===== config.mk =====
export PLATFORM = sky130hd
export DESIGN_NAME = bin_to_bcd_seq
export DESIGN_NICKNAME = d
export VERILOG_FILES = /design/src/rtl/bin_to_bcd_seq_pkg.sv /design/src/rtl/bin_to_bcd_seq_digit_adjust.sv /design/src/rtl/bin_to_bcd_seq.sv
export SDC_FILE = /design/constraint.sdc
export NUM_CORES = 1
export LEC_CHECK = 0
export ABC_AREA = 1
export CORE_MARGIN = 5
export CORE_UTILIZATION = 57
export DETAILED_ROUTE_END_ITERATION = 10
export PLACE_DENSITY = 0.83
export SKIP_CTS_REPAIR_TIMING = 1
export SYNTH_ARGS = -nofsm -noshare
export SYNTH_HDL_FRONTEND = slang
export SYNTH_SLANG_ARGS = --single-unit

===== constraint.sdc =====
create_clock -name clk -period 2.3 [get_ports clk]
set_clock_uncertainty 0.1 [all_clocks]
set_input_delay 0.46 -clock clk [delete_from_list [all_inputs] [get_ports clk]]
set_output_delay 0.46 -clock clk [all_outputs]
set_load 0.005 [all_outputs]

===== src/rtl/bin_to_bcd_seq_pkg.sv =====
`default_nettype none
// ============================================================================
//  Module   : bcd_pkg
//  Brief    : Shared types and constants for the sequential double-dabble
//             binary-to-BCD converter.
//  Revision : 1.0 - initial release
// ============================================================================
package bcd_pkg;

  // Converter control states
  typedef enum logic [0:0] {
    IDLE    = 1'b0,
    CONVERT = 1'b1
  } state_t;

  localparam int BCD_DIGIT_W = 4;

  // Double-dabble correction: a digit >= 5 would become >= 10 after the
  // shift, so it is pre-biased by 3 to carry correctly into the next digit.
  localparam logic [BCD_DIGIT_W-1:0] ADJUST_THRESH = 4'd5;
  localparam logic [BCD_DIGIT_W-1:0] ADJUST_ADD    = 4'd3;

  // Width of a counter that must reach width-1; never narrower than 1 bit.
  function automatic int cnt_width(input int width);
    return (width > 1) ? $clog2(width) : 1;
  endfunction

endpackage : bcd_pkg
`default_nettype wire


===== src/rtl/bin_to_bcd_seq_digit_adjust.sv =====
`default_nettype none
// ============================================================================
//  Module   : bcd_digit_adjust
//  Brief    : Combinational "add 3 if >= 5" correction for one BCD digit.
//  Revision : 1.0 - initial release
// ============================================================================
module bcd_digit_adjust
  import bcd_pkg::*;
(
  input  logic [BCD_DIGIT_W-1:0] digit_i,
  output logic [BCD_DIGIT_W-1:0] digit_o
);

  // Input digits are always 0..9, so the corrected value fits in 4 bits.
  assign digit_o = (digit_i >= ADJUST_THRESH) ? (digit_i + ADJUST_ADD) : digit_i;

endmodule : bcd_digit_adjust
`default_nettype wire


===== src/rtl/bin_to_bcd_seq.sv =====
`default_nettype none
// ============================================================================
//  Module   : bin_to_bcd_seq
//  Brief    : Sequential double-dabble binary-to-BCD converter, one shift per
//             clock, WIDTH cycles per conversion.
//  Options  : BCD_SIGNED_EN - treat value as two's complement; convert the
//             magnitude and report the sign on negative.
//  Revision : 1.0 - initial release
// ============================================================================
module bin_to_bcd_seq
  import bcd_pkg::*;
#(
  parameter int WIDTH  = 8,
  parameter int DIGITS = 3
) (
  input  logic                          clk,
  input  logic                          reset,
  input  logic                          start,
  input  logic [WIDTH-1:0]              value,
  output logic                          busy,
  output logic                          done,
  output logic [BCD_DIGIT_W*DIGITS-1:0] bcd_out,
  output logic                          negative
);

  localparam int CNT_W = cnt_width(WIDTH);
  localparam int BCD_W = BCD_DIGIT_W * DIGITS;
  localparam logic [CNT_W-1:0] CNT_LAST = CNT_W'(WIDTH - 1);

  // DIGITS must be able to represent the largest input.
  if (10 ** DIGITS <= (2 ** WIDTH) - 1) begin : g_digits_check
    $error("bin_to_bcd_seq: DIGITS too small for WIDTH");
  end

  state_t               state_q;
  logic [WIDTH-1:0]     shift_q;
  logic [BCD_W-1:0]     scratch_q;
  logic [CNT_W-1:0]     cnt_q;
  logic                 busy_q;
  logic                 done_q;
  logic [BCD_W-1:0]     bcd_q;

  logic [WIDTH-1:0]     w_mag;
  logic [BCD_W-1:0]     w_adjusted;
  logic [BCD_W+WIDTH-1:0] w_shifted;
  logic [BCD_W-1:0]     scratch_d;
  logic [WIDTH-1:0]     shift_d;

`ifdef BCD_SIGNED_EN
  logic                 sign_q;
  logic                 neg_q;

  // Magnitude of a two's complement operand; the most negative code maps to
  // its unsigned magnitude (e.g. 0x80 -> 128) because the result is WIDTH bits.
  assign w_mag    = value[WIDTH-1] ? (~value + WIDTH'(1)) : value;
  assign negative = neg_q;
`else
  assign w_mag    = value;
  assign negative = 1'b0;
`endif

  // Per-digit correction ahead of each shift
  for (genvar gi = 0; gi < DIGITS; gi++) begin : g_adjust
    bcd_digit_adjust u_adj (
      .digit_i (scratch_q [gi*BCD_DIGIT_W +: BCD_DIGIT_W]),
      .digit_o (w_adjusted[gi*BCD_DIGIT_W +: BCD_DIGIT_W])
    );
  end

  // One double-dabble step: shift {corrected scratch, operand} left by one
  assign w_shifted = {w_adjusted, shift_q} << 1;
  assign scratch_d = w_shifted[BCD_W+WIDTH-1:WIDTH];
  assign shift_d   = w_shifted[WIDTH-1:0];

  // Control FSM with registered outputs; result only updates at completion
  always_ff @(posedge clk) begin
    if (reset) begin
      state_q   <= IDLE;
      shift_q   <= '0;
      scratch_q <= '0;
      cnt_q     <= '0;
      busy_q    <= 1'b0;
      done_q    <= 1'b0;
      bcd_q     <= '0;
`ifdef BCD_SIGNED_EN
      sign_q    <= 1'b0;
      neg_q     <= 1'b0;
`endif
    end else begin
      done_q <= 1'b0;
      case (state_q)
        IDLE: begin
          if (start) begin
            shift_q   <= w_mag;
            scratch_q <= '0;
            cnt_q     <= '0;
            busy_q    <= 1'b1;
            state_q   <= CONVERT;
`ifdef BCD_SIGNED_EN
            sign_q    <= value[WIDTH-1];
`endif
          end
        end
        CONVERT: begin
          shift_q   <= shift_d;
          scratch_q <= scratch_d;
          cnt_q     <= cnt_q + CNT_W'(1);
          if (cnt_q == CNT_LAST) begin
            bcd_q   <= scratch_d;
            done_q  <= 1'b1;
            busy_q  <= 1'b0;
            state_q <= IDLE;
`ifdef BCD_SIGNED_EN
            neg_q   <= sign_q;
`endif
          end
        end
        default: state_q <= IDLE;
      endcase
    end
  end

  assign busy    = busy_q;
  assign done    = done_q;
  assign bcd_out = bcd_q;

endmodule : bin_to_bcd_seq
`default_nettype wire


==> impl_metrics.csv, run 1 <==
group,metric,value,unit
global_route,overflow,0,
floorplanning,die_area,0.00432,mm²
run,maxCapViolCount,0,
setup_path,crit_chain,"clkdlybuf4s50_1",
setup_path,crit_path_start_kind,"register",
timing,rsz0062_at_grt,"false",
global_route,antenna_found_initial,0,
yosys,netlist_instances,236,
timing,hold_viol_final,0,
timing,maxSlewViolCount,0,
timing,fmax,570,MHz
global_route,grt_usage,0.178,
setup_path,cpMaxStageDelayCell,"clkdlybuf4s50_1",
setup_path,critPathMaxStageDelay,500,ps
clocking,cts.sinks,38,
clocking,clk_pin_slew,100,ps
yosys,yosysTopAreaCell,"dfxtp_1",
timing,tns,0,ps
power,p_sw,271,µW
global_route,grt_pass1_wl,5900,µm
min_path,hp-class,"register to register",
timing,final-setup-viol-count,0,
min_path,hold_end,"bcd_out[7]$_SDFFE_PP0P_",
setup_path,r2r_end,"shift_q[7]$_SDFFE_PP0P_",
place,place_inst,295,
clocking,cts_tree,"built",
clocking,insertion_delay,340,ps
clocking,htree_levels,2,
final_layout,fillers,270,
power,p_int,823,µW
yosys,syn-cell-area,0.00177,mm²
power,pwr-share-comb,0.078,
final_layout,drive_gt1_frac,0.0620,
routing,drt-pass1-iter-count,4,
global_route,met3_usage,0.0667,
global_route,grt_pass1_vias,1464,
routing,ant_nets,0,
clocking,numCtsBuffers,5,
global_route,busiest_layer,"met2",
clocking,cts-root-buf,"clkbuf_4",
setup_path,cp_max_fo,2,
yosys,synth.distinct_cells,27,
final_layout,fin_nets,277,
timing,min_period,1750,ps
setup_path,r2r-start,"state_q$_SDFF_PP0_",
global_route,grt_use_met2,0.293,
floorplanning,coreArea,0.00303,mm²
yosys,syn_avg_cell_area,7.50,µm²
final_layout,layoutNonFillerInstCount,302,
final_layout,multiInputGateArea,831,µm²
min_path,worstHoldStart,"bcd_out[7]$_SDFFE_PP0P_",
setup_path,reg2reg_depth,4,
setup_path,path_class,"register to output pin",
routing,first_iter_violations,101,
final_layout,syn2layout_area_growth,14.8,%
final_layout,post-route-util,0.671,
power,switching_share,0.248,
routing,wl_per_cell,11.2,µm
routing,avgViaCountPerCell,5.13,
yosys,yosys-top-cells-area,"dfxtp_1 (43%), nand2_1 (18%), nand3_1 (8.2%)",
setup_path,worstSetupEndpointType,"output pin",
setup_path,arrival,1190,ps
yosys,ys_ff_latch,38,
power,seq_power_share,0.624,
power,power.density,538,mW/mm²
timing,min_period_over_period,0.763,
floorplanning,rows,20,
min_path,holdPathStages,2,
setup_path,r2r_slack,700,ps
yosys,ys_warn_count,0,
routing,drt-total-wl,3380,µm
place,pre_cts_ws,309,ps
place,post-dp-hpwl,2350,µm
timing,hold_ws,355,ps
final_layout,final_common_cell,"nand2_1",
global_route,grt_max_degree,25,
timing,setup_ws,546,ps
routing,num_vias,1548,
yosys,synth_top_area_frac,0.430,
place,port_buffers,24,
floorplanning,start_util,0.585,
final_layout,seq_area,761,µm²
power,p_clk_frac,0.298,
floorplanning,die_h,65.7,µm
floorplanning,io_pins,26,
global_route,use_met1,0.194,
final_layout,mostFrequentLayoutCells,"nand2_1 (83), dfxtp_1 (38), nand3_1 (29)",
clocking,cts_buffer_depth,2,
outcome,status,"finished, final reports clean",
setup_path,crit_family,"buffers and inverters",
power,p_leak,0.000898,µW
yosys,ys_seq_area_frac,0.430,
yosys,synth_fp_nets,255,
floorplanning,chipWidth,65.7,µm
final_layout,n_antenna_cell,0,
power,peakVddDrop,0.318,mV
routing,route.detailed.drc,0,
setup_path,worstPathRequired,1740,ps
setup_path,critPathBufInv,1,
place,gp_congestion,0.867,
-- kinds of logic (layout without fill, tap and decap cells) --
group	after synthesis	in the layout	synth area share
and+or+nand+nor	124	124	0.305
DFF	38	38	0.430
buffers and inverters	34	56	0.101
AOI/OAI and AO/OA	31	31	0.105
adders and majority gates	8	8	0.0565
other	1	1	0.00212
-- synth_stat cells, drive strengths merged --
master / number
nand2: 84
dfxtp: 38
nand3: 29
inv: 22
a21oi: 17
buf: 10
ha: 8
nor2: 6
o21ai: 6
a22oi: 4
nand4: 4
a22o: 2
a21boi: 1
a31o: 1
clkbuf: 1
clkinv: 1
conb: 1
or2: 1
-- power groups by stage --
stage	combinational [µW]	sequential (µW)	clock [µW]
4_1_cts	86.1	682	332
6_report	85.1	682	326
5_1_grt	96.1	684	369
2_1_floorplan	69.6	692	0
3_3_place_gp	83.7	698	0
3_5_place_dp	85.7	697	0
-- cell type report --
class                      count  area share
multi-input combinational    164       0.409
sequential                    38       0.374
timing repair buffer          26       0.126
inverter                      23      0.0425
tap                           44      0.0271
clock buffer                   7      0.0222
-- worst max-delay path by stage --
stage | startpoint | endpoint | slack [ps] | cells after the start
after floorplan | scratch_q[4]$_SDFFE_PP0P_ | scratch_q[7]$_SDFFE_PP0P_ | 980 | 6
after global placement | start | shift_q[7]$_SDFFE_PP0P_ | 360 | 5
after detailed placement | start | shift_q[7]$_SDFFE_PP0P_ | 310 | 5
after CTS | bcd_out[0]$_SDFFE_PP0P_ | bcd_out[0] | 530 | 1
after global routing | bcd_out[9]$_SDFFE_PP0P_ | bcd_out[9] | 470 | 1
final | bcd_out[10]$_SDFFE_PP0P_ | bcd_out[10] | 550 | 1
-- layer usage --
layer	part of all wire	wire length (µm)	vias to the layer above
met2	0.46	1570	51
met3	0.052	175	11
met4	0.026	87	0
li1	-	-	805
met5	0	0	-
met1	0.46	1550	681
-- stage by stage --
stage               total power, µW  area [µm²]
floorplan                       761        1770
global placement                781        1990
CTS                            1100        2030
global route                   1150        2030
finish                         1090        2030
detailed placement              783        1990
-- worst register-to-register path: stages (launching register included) --
cell,delay (ps)
dfxtp_1,650
clkinv_1,380
nand3_1,180
a31o_2,160
inv_1,40
-- registers in the layout, summed over array words and instances, names as in the netlist --
signal,count
scratch_q,12
busy,1
state_q,1
cnt_q,3
bcd_out,12
done,1
shift_q,8
Note: power is estimated with default switching activity, not from simulation.
==> run 2: changes to the inputs <==
CORE_UTILIZATION = 48   (was 57)
PLACE_DENSITY = 0.75   (was 0.83)
clock period = 1.44 ns   (was 2.3 ns; I/O delays follow)
==> run 2 against run 1 <==
Against the previous run: global-route usage fell by 2.7 points; worst hold slack got worse by 17 ps; total power up 86%; sequential share of layout area decreased by 4.4 points; design area is 16% higher; sequential power rose by 60%; via count increased by 2.4%; non-clock buffer count rose by 19; critical path depth increased by 5; first-iteration DRC count up 9.9%; critical path type is now register to register; largest cell class unchanged.
==> impl_metrics.csv, run 2 (synthesis gave the netlist of run 1 again) <==
group,metric,value,unit
routing,met1Wirelength,1640,µm
floorplanning,die_h,70.7,µm
final_layout,syn2layout_area_growth,32.9,%
clocking,insertion_delay,300,ps
final_layout,mostFrequentLayoutCells,"nand2_1 (78), nand3_1 (27), dfxtp_1 (26)",
setup_path,worstSetupEndpointType,"register",
routing,top_layer,"met4",
routing,met3_length,177,µm
final_layout,drive_gt1_frac,0.223,
floorplanning,coreArea,0.00361,mm²
setup_path,arrival,1480,ps
clocking,cts-root-buf,"clkbuf_8",
setup_path,crit_family,"adder cells",
run,maxCapViolCount,0,
timing,min_period,1390,ps
setup_path,cpMaxStageDelayCell,"dfxtp_1",
timing,final-setup-viol-count,0,
routing,route.detailed.drc,0,
clocking,cts_buffer_depth,2,
global_route,grt_usage,0.151,
global_route,antenna_found_initial,0,
final_layout,fin_nets,296,
place,place_inst,318,
timing,hold_viol_final,0,
timing,fmax,720,MHz
routing,wl_per_cell,11.2,µm
place,gp_congestion,0.814,
setup_path,crit_top_cell,"ha_1",
place,port_buffers,24,
power,p_leak,0.00131,µW
final_layout,layoutNonFillerInstCount,326,
routing,wl_met2,1760,µm
clocking,cts.sinks,38,
setup_path,path_class,"register to register",
timing,min_period_over_period,0.964,
setup_path,cp_max_fo,12,
final_layout,fillers,324,
power,peakVddDrop,0.500,mV
place,post-dp-hpwl,2570,µm
setup_path,worstPathRequired,1530,ps
clocking,numCtsBuffers,5,
setup_path,critPathBufInv,1,
floorplanning,start_util,0.491,
setup_path,crit_path_start_kind,"register",
setup_path,crit_chain,"ha_1 -> ha_1 -> nand2_2 -> nor2_4 -> buf_12 -> a22o_1",
final_layout,final_common_cell,"nand2_1",
routing,num_vias,1585,
routing,drt-total-wl,3660,µm
power,power.density,863,mW/mm²
min_path,hp-class,"register to register",
floorplanning,chipWidth,70.7,µm
global_route,grt_pass1_wl,5980,µm
routing,avgViaCountPerCell,4.86,
outcome,status,"finished, final reports clean",
routing,ant_nets,0,
floorplanning,io_pins,26,
clocking,clk_pin_slew,70,ps
floorplanning,die_area,0.00500,mm²
global_route,overflow,0,
routing,first_iter_violations,111,
final_layout,post-route-util,0.652,
floorplanning,rows,22,
setup_path,critPathMaxStageDelay,320,ps
final_layout,n_antenna_cell,0,
routing,drt-pass1-iter-count,4,
global_route,grt_max_degree,16,
global_route,grt_pass1_vias,1470,
clocking,htree_levels,2,
clocking,cts_tree,"built",
timing,maxSlewViolCount,0,
==> run 2: changes by cell type in the layout (fill, tap and decap cells not counted), sizes merged <==
cell           previous run  this run
buf                       2        21
clkdlybuf4s50            24        10
clkinvlp                  0         1
dlymetal6s2s              0        14
==> run 2: power by group <==
| group | total, µW | switching (µW) | internal (µW) | leakage, µW |
|---|---|---|---|---|
| Clock | 757 | 371 | 386 | 0.0000482 |
| Combinational | 184 | 88.9 | 95.5 | 0.000948 |
| Sequential | 1090 | 16.9 | 1070 | 0.000314 |
==> run 2: worst paths after layout <==
| path | from | endpoint | slack (ps) | depth (start not counted) |
|---|---|---|---|---|
| hold / removal | bcd_out[0]$_SDFFE_PP0P_ | bcd_out[0]$_SDFFE_PP0P_ | 340 | 2 |
| setup reg to reg | cnt_q[0]$_SDFFE_PP0P_ | bcd_out[11]$_SDFFE_PP0P_ | 50 | 6 |
| hold reg to reg | bcd_out[0]$_SDFFE_PP0P_ | bcd_out[0]$_SDFFE_PP0P_ | 340 | 2 |
| setup / recovery | cnt_q[0]$_SDFFE_PP0P_ | bcd_out[11]$_SDFFE_PP0P_ | 50 | 6 |
==> run 2: metrics by stage <==
stage	hold WS [ps]	instance area, µm²	setup WS, ps	total power, µW	setup TNS, ps
after global placement	329	2170	-152	1290	-2280
after global routing	358	2350	-9.46	2120	-15.4
after floorplan	339	1770	122	1220	0
final	338	2350	51.1	2030	0
after detailed placement	339	2170	-171	1300	-2720
after CTS	352	2260	-105	2060	-1220
==> run 2: worst register-to-register path: stages, from the launching register on <==
cell and delay, ps:
dfxtp_1 320, ha_1 200, ha_1 190, nand2_2 110, nor2_4 50, buf_12 130, a22o_1 190
==> run 2: metal layers <==
metal  track usage  vias to the layer above
met4        0.0668                        0
met5             0                        -
met3        0.0554                       10
met2         0.251                       29
met1         0.172                      706
li1              -                      840
==> run 2: layout make-up <==
type / count / area (µm²) / area share
Timing Repair Buffer: 45 / 470 / 0.200
Inverter: 23 / 92.6 / 0.0394
Clock inverter: 1 / 5.00 / 0.00213
Clock buffer: 7 / 86.3 / 0.0367
Tap cell: 48 / 60.1 / 0.0255
Sequential cell: 38 / 776 / 0.330
Multi-Input combinational cell: 164 / 862 / 0.366
